`config.mk`:
```
export PLATFORM = sky130hd
export DESIGN_NAME = ahb_sram_ctrl
export DESIGN_NICKNAME = d
export VERILOG_FILES = /design/src/rtl/ahb_sram_ctrl.sv
export SDC_FILE = /design/constraint.sdc
export NUM_CORES = 1
export LEC_CHECK = 0
export CORE_MARGIN = 5
export CORE_UTILIZATION = 43
export CTS_BUF_LIST = sky130_fd_sc_hd__clkbuf_8
export CTS_CLUSTER_SIZE = 10
export DETAILED_ROUTE_END_ITERATION = 6
export PLACE_DENSITY_LB_ADDON = 0.15
export SYNTH_ARGS = -nofsm -noshare
export SYNTH_HDL_FRONTEND = slang
export SYNTH_SLANG_ARGS = --single-unit
```
`constraint.sdc`:
```
create_clock -name hclk -period 1.79 [get_ports hclk]
set_input_delay 0.179 -clock hclk [delete_from_list [all_inputs] [get_ports hclk]]
set_output_delay 0.179 -clock hclk [all_outputs]
set_load 0.01 [all_outputs]
```
`src/rtl/ahb_sram_ctrl.sv`:
```
// AHB-lite slave that maps bus transfers onto a single-port SRAM with no byte enables.
// Sub-word writes become read-modify-write; illegal transfers get a two-cycle ERROR response.
module ahb_sram_ctrl #(
    parameter int DW = 32,
    parameter int AW = 6
) (
    input  logic          hclk,
    input  logic          hrst_n,
    input  logic          hsel,
    input  logic [1:0]    htrans,
    input  logic          hwrite,
    input  logic [31:0]   haddr,
    input  logic [DW-1:0] hwdata,
    input  logic [1:0]    hsize,
    input  logic [2:0]    hburst,
    input  logic [3:0]    hprot,
    input  logic          hready_in,
    output logic          hready_out,
    output logic [1:0]    hresp,
    output logic [DW-1:0] hrdata,
    output logic          mem_rd,
    output logic          mem_we,
    output logic [AW-1:0] mem_addr,
    output logic [DW-1:0] mem_wdata,
    input  logic [DW-1:0] mem_rdata
);

    typedef enum logic [2:0] {
        IDLE, RD, RD_OUT, WR, RMW_RD, RMW_WR, ERR1, ERR2
    } state_t;

    state_t        state_q, state_d;
    state_t        acceptState;
    logic [AW+1:0] addr_q;
    logic [1:0]    size_q;
    logic [DW-1:0] wdata_q;
    logic [AW-1:0] lastAddr_q;
    logic [DW-1:0] lastWdata_q;
    logic          accept;
    logic          badXfer;
    logic [3:0]    laneMask;
    logic [DW-1:0] mergedData;
    logic          unusedBits;

    assign unusedBits = ^{hburst, hprot};

    assign hready_out = !(state_q == RD || state_q == RMW_RD || state_q == ERR1);
    assign accept     = hsel & htrans[1] & hready_in & hready_out;
    assign badXfer    = (|haddr[31:AW+2])
                      | (hsize == 2'd3)
                      | ((hsize == 2'd1) & haddr[0])
                      | ((hsize == 2'd2) & (|haddr[1:0]));

    always_comb begin
        if (badXfer)            acceptState = ERR1;
        else if (!hwrite)       acceptState = RD;
        else if (hsize == 2'd2) acceptState = WR;
        else                    acceptState = RMW_RD;
    end

    // Little-endian lane select for the pending sub-word write.
    always_comb begin
        if (size_q == 2'd0) laneMask = 4'b0001 << addr_q[1:0];
        else                laneMask = 4'b0011 << {addr_q[1], 1'b0};
        mergedData = mem_rdata;
        for (int i = 0; i < 4; i++) begin
            mergedData[8*i +: 8] = laneMask[i] ? wdata_q[8*i +: 8] : mem_rdata[8*i +: 8];
        end
    end

    always_comb begin
        state_d   = state_q;
        hresp     = 2'b00;
        hrdata    = '0;
        mem_rd    = 1'b0;
        mem_we    = 1'b0;
        mem_addr  = lastAddr_q;
        mem_wdata = lastWdata_q;
        case (state_q)
            IDLE: begin
                if (accept) state_d = acceptState;
            end
            RD: begin
                mem_rd   = 1'b1;
                mem_addr = addr_q[AW+1:2];
                state_d  = RD_OUT;
            end
            RD_OUT: begin
                hrdata  = mem_rdata;
                state_d = accept ? acceptState : IDLE;
            end
            WR: begin
                mem_we    = 1'b1;
                mem_addr  = addr_q[AW+1:2];
                mem_wdata = hwdata;
                state_d   = accept ? acceptState : IDLE;
            end
            RMW_RD: begin
                mem_rd   = 1'b1;
                mem_addr = addr_q[AW+1:2];
                state_d  = RMW_WR;
            end
            RMW_WR: begin
                mem_we    = 1'b1;
                mem_addr  = addr_q[AW+1:2];
                mem_wdata = mergedData;
                state_d   = accept ? acceptState : IDLE;
            end
            ERR1: begin
                hresp   = 2'b01;
                state_d = ERR2;
            end
            ERR2: begin
                hresp   = 2'b01;
                state_d = accept ? acceptState : IDLE;
            end
            default: state_d = IDLE;
        endcase
    end

    // Memory address/data are remembered so they hold steady between strobes.
    always_ff @(posedge hclk or negedge hrst_n) begin
        if (!hrst_n) begin
            state_q     <= IDLE;
            addr_q      <= '0;
            size_q      <= '0;
            wdata_q     <= '0;
            lastAddr_q  <= '0;
            lastWdata_q <= '0;
        end else begin
            state_q     <= state_d;
            lastAddr_q  <= mem_addr;
            lastWdata_q <= mem_wdata;
            if (accept) begin
                addr_q <= haddr[AW+1:0];
                size_q <= hsize;
            end
            if (state_q == RMW_RD) wdata_q <= hwdata;
        end
    end

endmodule

```
==> metrics, run 1 <==
Hold Crit Class primary input to async pin; Post-DRT Antenna Nets 0; Main synth FF type dfrtp_1; CP max FO 4; CTS clock-pin slew for the worst setup and hold paths 80 ps; Die Ht 107 um; Die X 107 um; gr busiest metal met2; TritonCTS buffer count 9; Critical Path AT 1950 ps; maximum VDD drop 0.00105 V; Max clock buf depth 2; Slew Limit Fails 0; CTS tree built; First-pass DRT Iterations 6; placed instance count 632; Syn Nets 443; IO Count 187; commonest cells after routing, fill and taps aside clkdlybuf4s50_1 (102), dfrtp_1 (82), buf_6 (56); mux share of post-synthesis cell area 22.0%; leading cell type in the layout, fill and taps excluded clkdlybuf4s50_1; IO buf count 177; die area 11400 sq um; largest area contributor in the netlist dfrtp_1; Fin. Hold Viols 0; Seq/Total Area, Yosys 51.8%; final instance area 6970 sq um; met1 GRT Util 27.5%; outcome finished, violations left; fin util 76.2%; violated checks setup timing; Post-Layout Cell Count 687; initial core utilization 43.8%; xor/xnor share of the synthesized area 0.218%; Post-Synth Simple-Gate Area 9.99%; clk_skew 12.8 ps; CTS Root Buffer Type clkbuf_8; Mapped Area 4010 sq um; H-tree Lvls 3; PwrDens 1740 nW/um^2; Setup violations, final 71; GRT met2 Usage 39.2%; final period utilization 119%; post-place instance area 6150 sq um; P&R area growth vs syn 74.0%; top cell type's share of synthesized area 51.8%; largest net degree at the start of global routing 41; Setup Crit Path Kind flop to output port; # diodes 0; layout cell share with drive strength beyond 1 46.2%; EDFF count, synth 0; max-cap violation count 0; final net count 683; clock insertion delay at the later pin of the skew report 350 ps; CP Launch Type flop; Final Worst Setup Slack -339 ps; pre-CTS setup slack -502 ps; initial antenna violation count 0; Synth cell types 41; Syn. warnings 0; clock tree sinks 83; Tot GR Track Use 22.2%; Rows 35; Peak Freq 470 MHz; Vias 3634; asr flop ratio synth 100%; DRT iter0 DRCs 145; Critical Path RT 1610 ps; largest family of logic cells by synthesized area multiplexers; RSZ-0062 raised after global routing yes; routed length per instance 19.1 um; final wirelength 13100 um; Avg Inst Size Synth 12.1 sq um; Synth Area in Adders 0%; CORE AREA 9150 sq um; Final min period 2130 ps; leakage 3.24 nW; WHS 339 ps; Synth area leaders dfrtp_1 (52%), mux2_2 (12%), mux2i_1 (8.0%), a22oi_1 (6.0%), and2_1 (5.5%); post-DP HPWL 8570 um; cells after synthesis 331; first-pass GRT wire length 20000 um; Compound-Gate Fraction of Synth Area 12.4%; Seq cells post-synth 83; vias in the first global route 3899; GR Overflow Total 0; Tot Pwr 12.1 mW; Final Wtd Congestion 0.795; DR DRC count 0; endpoint class of the critical path output port; vias per cell 5.29; setup_tns -15290 ps; M3 GR Usage 5.53%; reg2reg path depth 8
==> final cells by class <==
cell class | count | area (sq um)
Clock inverter | 5 | 85.1
Multi-Input combinational cell | 221 | 1970
Timing Repair Buffer | 252 | 2530
Fill cell | 627 | 2180
Clock buffer | 11 | 151
Sequential cell | 83 | 2080
Inverter | 4 | 20.0
Tap cell | 111 | 139
==> repair_timing <==
action / CTS / global route
hold buffers: 1 / 0
pin swaps: 21 / 9
gates resized for setup: 393 / 68
endpoints found under the hold margin: 29 / 0
gates cloned: 2 / 5
buffers inserted: 26 / 6
endpoints found under the setup margin: 73 / 87
==> sequential cells by signal, summed over array words and instances (netlist names) <==
signal	cells
size_q	2
lastWdata_q	32
addr_q	8
wdata_q	32
state_q	3
lastAddr_q	6
==> cells in the mapped netlist, types with 2 or more instances <==
cell	n
a21oi_1	2
and3_1	2
nor2_1	4
buf_4	5
nand2b_1	2
mux2_2	41
inv_1	3
mux2i_1	32
a22oi_1	32
buf_2	7
a2111oi_0	2
o21ai_0	33
and2_1	35
nor4_1	7
nor3_1	3
dfrtp_1	83
mux2_4	6
clkbuf_1	9
==> power by group <==
group	internal (mW)	switching (mW)	total (mW)
logic	4.22	3.05	7.27
clock network	0.868	0.690	1.56
registers	2.83	0.457	3.28
total	7.91	4.19	12.1
==> per-layer routing <==
layer	wire length (um)	up-vias	part of all wire, %
met1	5140	1774	39
met4	112	0	0.85
met2	6860	152	52
met5	0	-	0
met3	1020	10	7.8
li1	-	1698	-
==> critical path, cell delays in order (launching register included) <==
cell	delay (ps)
dfrtp_1	430
and3b_2	260
nor2b_4	170
inv_4	60
nor2_8	120
buf_6	130
mux2_4	310
buf_6	120
==> path summary, 6_finish.rpt <==
| path | start | to | slack, ps |
|---|---|---|---|
| setup / recovery | state_q[0] | mem_addr[4] | -340 |
| setup reg to reg | state_q[1] | lastWdata_q[26] | 70 |
| hold reg to reg | lastAddr_q[5] | lastAddr_q[5] | 500 |
| min in group hclk | haddr[5] | addr_q[5] | 450 |
| hold / removal | hrst_n | wdata_q[5] | 340 |
| max in group asynchronous | hrst_n | wdata_q[24] | 900 |
==> kinds of logic (layout without fill, tap and decap cells) <==
| logic type | after synthesis | in the layout |
|---|---|---|
| xor gates and xnor gates | 1 | 1 |
| muxes | 80 | 80 |
| and+or+nand+nor | 63 | 63 |
| DFF | 83 | 83 |
| AOI/OAI and AO/OA | 76 | 76 |
| other | 1 | 1 |
| buffers and inverters | 27 | 272 |
(Power assumes the default switching activity.)
==> run 2, diff against run 1 <==
--- a/config.mk
+++ b/config.mk
@@ -5,12 +5,13 @@
 export SDC_FILE = /design/constraint.sdc
 export NUM_CORES = 1
 export LEC_CHECK = 0
+export ABC_CLOCK_PERIOD_IN_PS = 1790
 export CORE_MARGIN = 5
 export CORE_UTILIZATION = 43
 export CTS_BUF_LIST = sky130_fd_sc_hd__clkbuf_8
 export CTS_CLUSTER_SIZE = 10
 export DETAILED_ROUTE_END_ITERATION = 6
-export PLACE_DENSITY_LB_ADDON = 0.15
+export PLACE_DENSITY = 0.94
 export SYNTH_ARGS = -nofsm -noshare
 export SYNTH_HDL_FRONTEND = slang
 export SYNTH_SLANG_ARGS = --single-unit
==> run 2 against run 1 <==
The run still ends with setup timing left. Critical path depth rose by 1. Flip-flop and latch count did not move. Via count rose by 7.4%. Sequential power rose by 4%. Clock power fell by 17%. Clock skew fell by 4.4 ps. Wire length rose by 17%. Non-clock buffer count rose by 36. Design area rose by 6.4%. First-iteration DRC count fell by 7.6%.
==> metrics, run 2 (synthesized netlist as in run 1, its figures left out) <==
outcome finished, violations left; violated checks setup timing; GR Overflow Total 0 (unchanged); max-cap violation count 0 (unchanged); Post-Layout Cell Count 723 (+5.2%); CTS clock-pin slew for the worst setup and hold paths 80 ps (about the same); Critical Path RT 1610 ps (about the same); largest net degree at the start of global routing 41 (unchanged); post-DP HPWL 9310 um (+8.6%); final instance area 7420 sq um (+6.4%); Fin. Hold Viols 0 (unchanged); commonest cells after routing, fill and taps aside clkdlybuf4s50_1 (102), dfrtp_1 (81), buf_6 (68); clock tree sinks 83 (unchanged); Rows 35 (unchanged); vias in the first global route 4428 (+14%); PwrDens 1820 nW/um^2 (+4.9%); clk_skew 8.44 ps (-4.35 ps); H-tree Lvls 3 (unchanged); CP Launch Type flop; CTS Root Buffer Type clkbuf_8; initial core utilization 43.8% (unchanged); TritonCTS buffer count 9 (unchanged); placed instance count 634 (+0.32%); die area 11400 sq um (unchanged); P&R area growth vs syn 85.1%; r2r setup slk -130 ps (-200 ps); CP max FO 5 (+1); leading cell type in the layout, fill and taps excluded clkdlybuf4s50_1; setup_tns -17140 ps (-1850 ps); routed length per instance 21.3 um (+11%); Setup violations, final 72 (+1.4%); initial antenna violation count 0 (unchanged); Die Ht 107 um (unchanged); Slew Limit Fails 0 (unchanged); IO Count 187 (unchanged); First-pass DRT Iterations 4 (-2); CORE AREA 9150 sq um (unchanged); endpoint class of the critical path output port; RSZ-0062 raised after global routing yes; largest registers lastWdata_q (32), wdata_q (32), addr_q (8); Vias 3902 (+7.4%); DRT iter0 DRCs 134 (-7.6%); Peak Freq 455 MHz (-3.1%); Hold Crit Class primary input to async pin; final wirelength 15400 um (+17%); final net count 719 (+5.3%); vias per cell 5.40 (+2.0%); clock insertion delay at the later pin of the skew report 340 ps (about the same); CTS tree built; IO buf count 177 (unchanged); Post-DRT Antenna Nets 0 (unchanged); first-pass GRT wire length 23400 um (+17%); Die X 107 um (unchanged); Tot GR Track Use 26.5% (+4.3 points); fillcell total 506 (-19%); WHS 364 ps (+24.6 ps); slew margin rel. 63.5%; Final min period 2200 ps (+67.8 ps); Max clock buf depth 2 (unchanged); maximum VDD drop 0.00139 V (+33%); post-place instance area 6150 sq um (about the same); Critical Path AT 2020 ps (+70 ps); Final Worst Setup Slack -407 ps (-67.8 ps); leakage 3.41 nW (+5.2%); final period utilization 123% (+3.8 points); # diodes 0 (unchanged); layout cell share with drive strength beyond 1 55.6% (+9.4 points); Setup Crit Path Kind flop to output port; multi-input logic area 2200 sq um (+12%); Final Wtd Congestion 0.834 (+4.9%); Worst Max-Slew Pin Slew 547 ps; FF/Latch Area 2080 sq um (about the same); DR DRC count 0 (unchanged); reg2reg path depth 8 (unchanged)
[run 2: cell types whose count changed in the layout (fill, tap and decap cells not counted), sizes merged]
cell,delta
clkinv,-1
bufinv,-1
clkbuf,-5
inv,+4
dlymetal6s2s,-1
clkinvlp,-1
buf,+41
[run 2: cell type report]
type,instances,area share (%)
Timing Repair Buffer,288,37.6
Multi-Input combinational cell,221,29.7
Sequential cell,83,28.0
Tap cell,111,1.87
Clock buffer,10,1.85
Clock inverter,6,0.674
Inverter,4,0.270
[run 2: stage by stage]
stage | setup WS, ps | total power, mW | util [%]
2_1_floorplan | 88.2 | 6.31 | -
3_3_place_gp | -471 | 9.26 | 67.2
3_5_place_dp | -497 | 9.54 | 67.2
4_1_cts | -359 | 12.9 | 79.1
5_1_grt | -503 | 14.2 | 81.1
6_report | -407 | 13.5 | 81.1
[run 2: per-layer routing]
layer	global-route usage, %	wire length, um	vias to the layer above	part of all wire (%)
met5	0	0	-	0
met4	10.6	391	0	2.5
met3	5.46	919	32	6.0
met2	50.0	8430	161	55
met1	28.7	5660	1931	37
li1	-	-	1778	-
[run 2: final timing paths]
| check | startpoint | to |
|---|---|---|
| worst max-delay path | state_q[0] | mem_addr[1] |
| worst min-delay path | hrst_n | wdata_q[21] |
| worst max register to register | state_q[0] | lastWdata_q[25] |
| worst min register to register | lastWdata_q[14] | lastWdata_q[14] |
| max in group asynchronous | hrst_n | addr_q[0] |
| min in group hclk | haddr[2] | addr_q[2] |
[run 2: timing repair]
item,4_1_cts,5_1_grt
gates resized for setup,463,75
setup endpoints to repair,73,110
buffers inserted,71,21
hold endpoints to repair,38,0
gates cloned,6,0
hold buffers,1,0
pin swaps,32,12
[run 2: worst max-delay path, stage by stage, from the launching register on]
cell and delay [ps]:
dfrtp_1 420, buf_6 140, nand3b_1 120, nor2b_4 220, inv_4 60, nor2_8 150, buf_6 130, mux2_4 310
buf_6 120
[run 2: power breakdown]
group / internal [mW] / switching [mW]
logic: 5.15 / 3.68
clock network: 0.662 / 0.625
registers: 2.84 / 0.561
total: 8.64 / 4.87
